--- config.mk ---
export PLATFORM = sky130hd
export DESIGN_NAME = alu_seq
export DESIGN_NICKNAME = d
export VERILOG_FILES = /design/src/rtl/alu_seq.sv
export SDC_FILE = /design/constraint.sdc
export NUM_CORES = 1
export LEC_CHECK = 0
export BUFFER_PORTS_ARGS = -buffer_cell sky130_fd_sc_hd__buf_2
export CAP_MARGIN = 10
export CORE_MARGIN = 3
export CORE_UTILIZATION = 60
export CTS_BUF_LIST = sky130_fd_sc_hd__clkbuf_16
export DETAILED_ROUTE_END_ITERATION = 10
export GPL_TIMING_DRIVEN = 0
export PLACE_DENSITY = 0.87
export SLEW_MARGIN = 25
export SYNTH_ARGS = -nofsm -noshare
export SYNTH_HDL_FRONTEND = slang
export SYNTH_SLANG_ARGS = --single-unit
--- constraint.sdc ---
create_clock -name Clk -period 3.3 [get_ports Clk]
set_input_delay 0.66 -clock Clk [delete_from_list [all_inputs] [get_ports Clk]]
set_output_delay 0.66 -clock Clk [all_outputs]
set_load 0.01 [all_outputs]
--- src/rtl/alu_seq.sv ---
// Sequential handshaked ALU: single-cycle ADD/SHR/SHL/XRD/SUB/AND/OR plus an
// iterative shift-add MUL, with registered result and Zero/Sign/Carry flags.
module alu_seq #(
    parameter int W      = 8,
    parameter int OPW    = 4,
    parameter int MUL_EN = 1
) (
    input  logic           Clk,
    input  logic           Reset,
    input  logic           in_valid,
    output logic           in_ready,
    input  logic [W-1:0]   A,
    input  logic [W-1:0]   B,
    input  logic [OPW-1:0] OP,
    output logic           out_valid,
    input  logic           out_ready,
    output logic [W-1:0]   out,
    output logic           Zero,
    output logic           Sign,
    output logic           Carry
);

    localparam int CW = $clog2(W);

    localparam logic [OPW-1:0] OP_ADD = OPW'(0);
    localparam logic [OPW-1:0] OP_SHR = OPW'(1);
    localparam logic [OPW-1:0] OP_SHL = OPW'(2);
    localparam logic [OPW-1:0] OP_XRD = OPW'(3);
    localparam logic [OPW-1:0] OP_SUB = OPW'(4);
    localparam logic [OPW-1:0] OP_AND = OPW'(5);
    localparam logic [OPW-1:0] OP_OR  = OPW'(6);
    localparam logic [OPW-1:0] OP_MUL = OPW'(7);

    localparam logic [W:0]    SHIFT_LIMIT = (W+1)'(W);
    localparam logic [CW-1:0] CNT_LAST    = CW'(W-1);

    typedef enum logic [1:0] {
        IDLE,
        MULB,
        DONE
    } state_t;

    typedef struct packed {
        logic [W-1:0] res;
        logic         carry;
    } alu_res_t;

    // Single-cycle datapath; MUL (when enabled) never reaches here, so opcode 7
    // falls into the default and yields 0 when MUL_EN is 0.
    function automatic alu_res_t alu_eval(input logic [W-1:0]   a,
                                          input logic [W-1:0]   b,
                                          input logic [OPW-1:0] op);
        alu_res_t   r;
        logic [W:0] sum;
        logic       big_shift;
        r         = '0;
        sum       = {1'b0, a} + {1'b0, b};
        big_shift = ({1'b0, b} >= SHIFT_LIMIT);
        case (op)
            OP_ADD: begin
                r.res   = sum[W-1:0];
                r.carry = sum[W];
            end
            OP_SHR:  r.res = big_shift ? '0 : (a >> b);
            OP_SHL:  r.res = big_shift ? '0 : (a << b);
            OP_XRD:  r.res = {{(W-1){1'b0}}, ^a};
            OP_SUB: begin
                r.res   = a - b;
                r.carry = (a < b);
            end
            OP_AND:  r.res = a & b;
            OP_OR:   r.res = a | b;
            default: r = '0;
        endcase
        return r;
    endfunction

    state_t        state_q, state_d;
    logic [W-1:0]  a_q, a_d;
    logic [W-1:0]  b_q, b_d;
    logic [W-1:0]  acc_q, acc_d;
    logic [CW-1:0] cnt_q, cnt_d;
    logic [W-1:0]  out_q, out_d;
    logic          zero_q, zero_d;
    logic          sign_q, sign_d;
    logic          carry_q, carry_d;
    logic          out_valid_q, out_valid_d;
    logic          in_ready_q, in_ready_d;

    alu_res_t      ev;
    logic          is_mul;
    logic [W-1:0]  mul_sum;
    logic          res_load;
    logic [W-1:0]  res_val;
    logic          res_carry;

    assign ev      = alu_eval(A, B, OP);
    assign is_mul  = (MUL_EN != 0) && (OP == OP_MUL);
    assign mul_sum = b_q[0] ? (acc_q + a_q) : acc_q;

    always_comb begin
        // NOTE: every signal gets a default first so no path leaves it unassigned
        // (an unassigned path in combinational logic infers a latch).
        state_d     = state_q;
        a_d         = a_q;
        b_d         = b_q;
        acc_d       = acc_q;
        cnt_d       = cnt_q;
        out_d       = out_q;
        zero_d      = zero_q;
        sign_d      = sign_q;
        carry_d     = carry_q;
        out_valid_d = out_valid_q;
        in_ready_d  = in_ready_q;
        res_load    = 1'b0;
        res_val     = '0;
        res_carry   = 1'b0;

        case (state_q)
            IDLE: begin
                if (in_valid) begin
                    in_ready_d = 1'b0;
                    if (is_mul) begin
                        a_d     = A;
                        b_d     = B;
                        acc_d   = '0;
                        cnt_d   = '0;
                        state_d = MULB;
                    end else begin
                        res_load  = 1'b1;
                        res_val   = ev.res;
                        res_carry = ev.carry;
                        state_d   = DONE;
                    end
                end
            end
            MULB: begin
                a_d   = a_q << 1;
                b_d   = b_q >> 1;
                acc_d = mul_sum;
                cnt_d = cnt_q + 1'b1;
                // The last partial product is folded straight into the result.
                if (cnt_q == CNT_LAST) begin
                    res_load = 1'b1;
                    res_val  = mul_sum;
                    state_d  = DONE;
                end
            end
            DONE: begin
                if (out_ready) begin
                    out_valid_d = 1'b0;
                    in_ready_d  = 1'b1;
                    state_d     = IDLE;
                end
            end
            default: state_d = IDLE;
        endcase

        if (res_load) begin
            out_d       = res_val;
            zero_d      = (res_val == '0);
            sign_d      = res_val[W-1];
            carry_d     = res_carry;
            out_valid_d = 1'b1;
        end
    end

    // NOTE: state registers use non-blocking assignments so every flop samples
    // the pre-edge values of the others, independent of statement order.
    always_ff @(posedge Clk or posedge Reset) begin
        if (Reset) begin
            state_q     <= IDLE;
            a_q         <= '0;
            b_q         <= '0;
            acc_q       <= '0;
            cnt_q       <= '0;
            out_q       <= '0;
            zero_q      <= 1'b0;
            sign_q      <= 1'b0;
            carry_q     <= 1'b0;
            out_valid_q <= 1'b0;
            in_ready_q  <= 1'b1;
        end else begin
            state_q     <= state_d;
            a_q         <= a_d;
            b_q         <= b_d;
            acc_q       <= acc_d;
            cnt_q       <= cnt_d;
            out_q       <= out_d;
            zero_q      <= zero_d;
            sign_q      <= sign_d;
            carry_q     <= carry_d;
            out_valid_q <= out_valid_d;
            in_ready_q  <= in_ready_d;
        end
    end

    assign in_ready  = in_ready_q;
    assign out_valid = out_valid_q;
    assign out       = out_q;
    assign Zero      = zero_q;
    assign Sign      = sign_q;
    assign Carry     = carry_q;

endmodule

==> impl_metrics.py, run 1 <==
metrics = {
    "final_layout": {
        "seq_area_mm2": 0.001027,
        "drive_gt1_share_pct": 17.79,
        "final_nets": 576,
        "multiInputGateArea_mm2": 0.002656,
        "final_cells": 592,
        "area_growth_pct": 13.13,
        "n_fill_cell": 477,
        "n_antenna_cell": 0,
    },
    "global_route": {
        "grt-ovfl-total": 0,
        "grt_pass1_vias": 3804,
        "grt_antenna_before_repair": 0,
        "track_usage_pct": 32.31,
        "grt_max_degree": 25,
        "grt_first_pass_wirelength_mm": 19.42,
    },
    "yosys": {
        "ys_top_cells_by_area": "dfrtp_1 (25%), ha_1 (10%), nand2_1 (5.5%)",
        "netlist_area_mm2": 0.003965,
        "netlist_top_cells_count": "nand2_1 (58), dfrtp_1 (40), nor2_1 (40)",
        "synth-seq-cells": 41,
        "synth_top_family_by_area": "compound AO/OA/AOI/OAI gates",
        "muxShareOfSynthArea_pct": 5.585,
        "synth.top_cell.area_share_pct": 25.24,
        "syn_inst": 473,
        "syn_avg_cell_area_um2": 8.383,
        "synth_nets": 533,
        "seq_area_frac_synth_pct": 25.91,
        "yosysUniqueCellTypes": 74,
        "yosys.area_share.simple_pct": 18.55,
        "synth_xor_area_share_pct": 3.092,
        "yosys.area_share.adder_pct": 11.93,
        "ys.flop_type": "dfrtp_1",
        "async_flop_share_pct": 100.0,
        "yosysMostFrequentCell": "nand2_1",
        "ys_warn_count": 0,
        "synth_compound_area_share_pct": 27.36,
        "yosysTopAreaCell": "dfrtp_1",
        "synth-edff-count": 0,
    },
    "placed_design": {
        "gp_congestion": 1.010,
        "place_hpwl_mm": 9.005,
        "io_buffers": 35,
        "post-place-cells": 584,
    },
    "worst_setup_path": {
        "crit_path_frequent_cell": "buf_2",
        "ff2ff_path_depth": 10,
        "path_delay_family": "compound AO/OA/AOI/OAI gates",
        "slowest_delay_ps": 400,
        "critical_path_required_ps": 3480,
        "cp_data_arrival_time_ps": 3270,
        "cp_cell_sequence": "buf_2, buf_2, inv_1, ha_1, nor2b_1, nor2_1, o21ai_0, o22ai_1, o22a_1, a211oi_1, a211oi_2, a32o_1",
        "start_kind": "input port",
        "reg2reg_to": "Zero",
        "crit_slowest_cell": "ha_1",
        "crit-reg2reg-launch": "a_q[0]",
        "cp-end-kind": "register",
        "r2r_setup_slack_ps": 540,
        "cp.buffers_inverters": 3,
        "cp_max_fo": 10,
        "worstSetupPathType": "input port to register",
    },
    "clock_network": {
        "cts_root_buffer": "clkbuf_16",
        "clk_pin_slew_ps": 60,
        "cts.sinks": 41,
        "cts_tree": "built",
        "cts_made_buffers": 5,
        "hold_buffers": 0,
        "clk_latency_ps": 290,
        "cts_buffer_depth": 2,
        "h-tree-depth": 2,
    },
    "sta": {
        "grt_setup_unrepaired": "no",
        "setup_tns_ps": 0,
        "timing.fmax_mhz": 323.6,
        "worstMarginPinSlew_ps": 785.5,
        "setup_viol": 0,
        "skew_ps": 6.750,
        "relSlewSlack_pct": 47.49,
        "hold_viol": 0,
        "post-route-min-period_ps": 3091,
        "period_share_pct": 93.65,
        "maxSlewViolCount": 0,
    },
    "routing": {
        "viasPerCell": 6.652,
        "drc": 0,
        "vias": 3938,
        "post_drt_wl_per_cell_um": 20.12,
        "wl_mm": 11.91,
        "firstDrtPassIters": 5,
        "ant_nets": 0,
        "drtIter0Drc": 469,
    },
    "status": {
        "status": "complete, no violations",
    },
    "pwr": {
        "p_int_uw": 1511,
        "power_leakage_uw": 0.002065,
        "power_switching_uw": 898.1,
        "seqPwrFrac_pct": 33.6,
        "swShare_pct": 37.28,
        "ir_drop_mv": 0.4582,
        "p_per_area_mw_per_mm2": 537.0,
        "pwr-share-comb_pct": 39.5,
        "clockPowerShare_pct": 26.8,
    },
    "hold_path": {
        "hold_class": "input port to async pin",
    },
    "run": {
        "max_cap_viol_count": 0,
    },
    "floorplanning": {
        "coreArea_mm2": 0.006166,
        "die_h_um": 87.29,
        "start_util_pct": 64.31,
        "rows": 28,
        "ios": 37,
        "die-area_mm2": 0.007620,
        "die_x_um": 87.29,
    },
}
==> per-layer routing <==
layer  vias up  track usage, %  wire length (um)
met5         -               0                 0
li1       1810               -                 -
met2       233           51.85              5640
met3        26           4.920              1042
met4         0           10.74               286
met1      1869           44.42              4941
==> power groups by stage <==
| stage | registers [uW] | clock network (uW) | logic, uW |
|---|---|---|---|
| 2_1_floorplan | 795 | 0 | 642 |
| 3_3_place_gp | 801 | 0 | 862 |
| 3_5_place_dp | 812 | 0 | 908 |
| 4_1_cts | 806 | 641 | 928 |
| 5_1_grt | 829 | 665 | 1050 |
| 6_report | 810 | 646 | 953 |
==> layout make-up <==
cell class                      count  area share (%)
Clock inverter                      3           1.534
Tap cell                           75           2.092
Multi-Input combinational cell    373           59.22
Clock buffer                        5           2.789
Buffer                             28           4.128
Timing Repair Buffer               37           4.742
Inverter                           30           2.594
Sequential cell                    41           22.90
==> cell families (layout without fill, tap and decap cells) <==
kind of cell | after synthesis | after routing
compound gates | 158 | 158
xor+xnor | 14 | 14
fa+ha+maj | 36 | 36
buf+inv | 59 | 103
flops | 41 | 41
mux | 14 | 14
simple gates | 151 | 151
==> layout by cell type (no fill, tap or decap), types with 6 or more instances in the layout <==
cell type	netlist	final
a221oi_1	9	9
inv_1	30	28
nor3_1	10	10
mux2i_1	6	6
clkbuf_1	13	13
ha_1	33	33
o22ai_1	7	7
a211oi_1	7	6
a21o_1	9	9
nand3_1	8	8
a22o_1	8	8
nand2_1	58	58
o21ai_0	34	34
dfrtp_1	40	40
a21oi_1	38	36
xnor2_1	11	11
buf_2	6	38
nor2_1	40	40
nand2b_1	7	7
==> per-stage QoR <==
| step | setup slack, ps | total power [uW] | util, % | cell area [um2] | hold WS, ps |
|---|---|---|---|---|---|
| 2_1_floorplan | 304.5 | 1438 | - | 3965 | 448.8 |
| 3_3_place_gp | -389.2 | 1663 | 68.67 | 4234 | 461.0 |
| 3_5_place_dp | -342.1 | 1720 | 69.12 | 4262 | 458.8 |
| 4_1_cts | 64.69 | 2376 | 72.42 | 4466 | 379.1 |
| 5_1_grt | 45.01 | 2541 | 72.75 | 4486 | 394.7 |
| 6_report | 209.4 | 2409 | 72.75 | 4486 | 356.7 |
==> state kept, by name, indices dropped and copies added (netlist names) <==
signal     cells
Zero           1
cnt_q          3
b_q            8
a_q            8
state_q        2
in_ready       1
acc_q          8
out            8
out_valid      1
Carry          1
==> worst max path at each step <==
stage	start	cells past startpoint	to	slack, ps
6_report	A[3]	12	Zero	210
5_1_grt	B[1]	11	Zero	50
4_1_cts	B[1]	12	Zero	60
3_5_place_dp	B[1]	13	Zero	-340
3_3_place_gp	B[1]	13	Zero	-390
2_1_floorplan	B[1]	11	Zero	300
==> repair_timing <==
item | in CTS | in global routing
buffers inserted | 0 | 1
endpoints found under the setup margin | 1 | 3
pin swaps | 0 | 2
resized for setup | 2 | 6
No activity file was read; power rests on OpenSTA's default activity.
==> run 2: changes to the inputs <==
Settings changed: CELL_PAD_IN_SITES_DETAIL_PLACEMENT set to 1, CELL_PAD_IN_SITES_GLOBAL_PLACEMENT set to 1, CORE_UTILIZATION 60 to 46, PLACE_DENSITY 0.87 to 0.88.
==> impl_metrics.py, run 2 (same netlist as run 1, synthesis figures left out) <==
metrics = {
    "pwr": {
        "power_leakage_uw": 0.002074,
        "p_per_area_mw_per_mm2": 537.6,
        "ir_drop_mv": 0.2365,
        "power_uw": 2443,
    },
    "worst_setup_path": {
        "worstSetupPathType": "input port to register",
        "path_delay_family": "compound AO/OA/AOI/OAI gates",
        "slowest_delay_ps": 390,
        "cp_max_fo": 10,
        "start_kind": "input port",
        "cp_data_arrival_time_ps": 3280,
        "cp_cell_sequence": "buf_2, buf_2, inv_1, ha_1, nor2b_1, nor2_1, o21ai_0, o22ai_1, o22a_1, a211oi_1, a211oi_1, a32o_1",
        "critical_path_required_ps": 3470,
        "crit_slowest_cell": "ha_1",
        "cp-end-kind": "register",
        "cp.buffers_inverters": 3,
    },
    "global_route": {
        "grt_pass1_vias": 4032,
        "grt_antenna_before_repair": 0,
        "grt_first_pass_wirelength_mm": 21.53,
        "track_usage_pct": 27.51,
        "grt_max_degree": 22,
        "grt-ovfl-total": 0,
    },
    "sta": {
        "timing.fmax_mhz": 320.9,
        "hold_viol": 0,
        "skew_ps": 7.927,
        "maxSlewViolCount": 0,
        "grt_setup_unrepaired": "no",
        "setup_viol": 0,
        "setup_tns_ps": 0,
        "relSlewSlack_pct": 40.23,
        "worstMarginPinSlew_ps": 894.2,
        "period_share_pct": 94.43,
        "post-route-min-period_ps": 3116,
    },
    "clock_network": {
        "h-tree-depth": 2,
        "cts_buffer_depth": 2,
        "cts_root_buffer": "clkbuf_16",
        "cts_made_buffers": 5,
        "cts_tree": "built",
        "cts.sinks": 41,
        "clk_pin_slew_ps": 70,
        "clk_latency_ps": 280,
    },
    "placed_design": {
        "gp_congestion": 1.020,
        "io_buffers": 35,
        "place_hpwl_mm": 10.16,
    },
    "hold_path": {
        "hold_class": "input port to async pin",
    },
    "final_layout": {
        "area_growth_pct": 14.61,
        "drive_gt1_share_pct": 18.11,
        "layout_common_cells": "nand2_1 (58), dfrtp_1 (40), nor2_1 (40)",
        "n_antenna_cell": 0,
        "final_nets": 578,
        "layout_commonest_cell": "nand2_1",
    },
    "routing": {
        "drc": 0,
        "firstDrtPassIters": 5,
        "viasPerCell": 6.332,
        "wl_met3_um": 804,
        "drtIter0Drc": 216,
        "wl_mm": 13.41,
        "met1Wirelength_mm": 5.705,
        "top_layer": "met4",
        "ant_nets": 0,
        "routed-wl-met2_mm": 6.430,
        "post_drt_wl_per_cell_um": 21.49,
        "vias": 3951,
    },
    "run": {
        "max_cap_viol_count": 0,
    },
    "floorplanning": {
        "start_util_pct": 47.78,
        "die_x_um": 98.84,
        "rows": 33,
        "die-area_mm2": 0.009769,
        "coreArea_mm2": 0.008299,
        "die_h_um": 98.84,
        "ios": 37,
    },
    "status": {
        "status": "complete, no violations",
    },
}
## run 2: metrics by stage
| stage | setup slack, ps | hold slack [ps] | cell area, um2 | std cells | utilization, % |
|---|---|---|---|---|---|
| 3_5_place_dp | -366.5 | 459.8 | 4299 | 614 | 51.80 |
| 3_3_place_gp | -338.1 | 453.3 | 4272 | 613 | 51.47 |
| 4_1_cts | 54.81 | 406.2 | 4506 | 622 | 54.29 |
| 2_1_floorplan | 304.5 | 448.8 | 3965 | 473 | - |
| 5_1_grt | 24.16 | 442.1 | 4544 | 624 | 54.76 |
| 6_report | 183.9 | 394.9 | 4544 | 624 | 54.76 |
## run 2: final timing paths
path | startpoint | endpoint | slack, ps | cells past startpoint
setup / recovery | A[3] | Zero | 180 | 12
hold / removal | Reset | acc_q[4] | 390 | 2
setup reg to reg | a_q[1] | Zero | 540 | 9
hold reg to reg | out[1] | out[1] | 470 | 2
max in group asynchronous | Reset | a_q[0] | 2430 | 3
min in group Clk | out[1] | out[1] | 470 | 2
## run 2: worst reg2reg max path, cell delays in order, from the launching register on
cell and delay [ps]:
dfrtp_1 460, ha_1 340, a21o_1 180, a21oi_1 330, nor4_1 90, a311o_1 360, nor4_1 480, nand2_1 120
nor3_1 140, a32o_1 180
## run 2: metal layers
layer  up-vias  GRT usage (%)
li1       1807              -
met5         -              0
met1      1960          35.38
met4         0          10.61
met2       147          45.20
met3        37          5.874
## run 2: where the power goes
group          total (uW)  switching [uW]  internal (uW)
Combinational         974             571            403
Sequential            819             141            677
Clock                 650             213            436
Total                2440             926           1520
## run 2: final cells by class
class | count | area [um2]
Clock buffer | 5 | 125.1
Clock inverter | 3 | 68.82
Tap cell | 105 | 131.4
Multi-Input combinational cell | 373 | 2665
Buffer | 29 | 192.7
Timing Repair Buffer | 38 | 217.7
Fill cell | 1016 | 3755
Inverter | 30 | 116.4
Sequential cell | 41 | 1027
## run 2: what timing repair did
item                                    in CTS  in global routing
pin swaps                                    0                  3
endpoints found under the setup margin       2                  2
resized for setup                            3                  6
cloned                                       0                  0
buffers inserted                             0                  2
hold buffers                                 0                  0
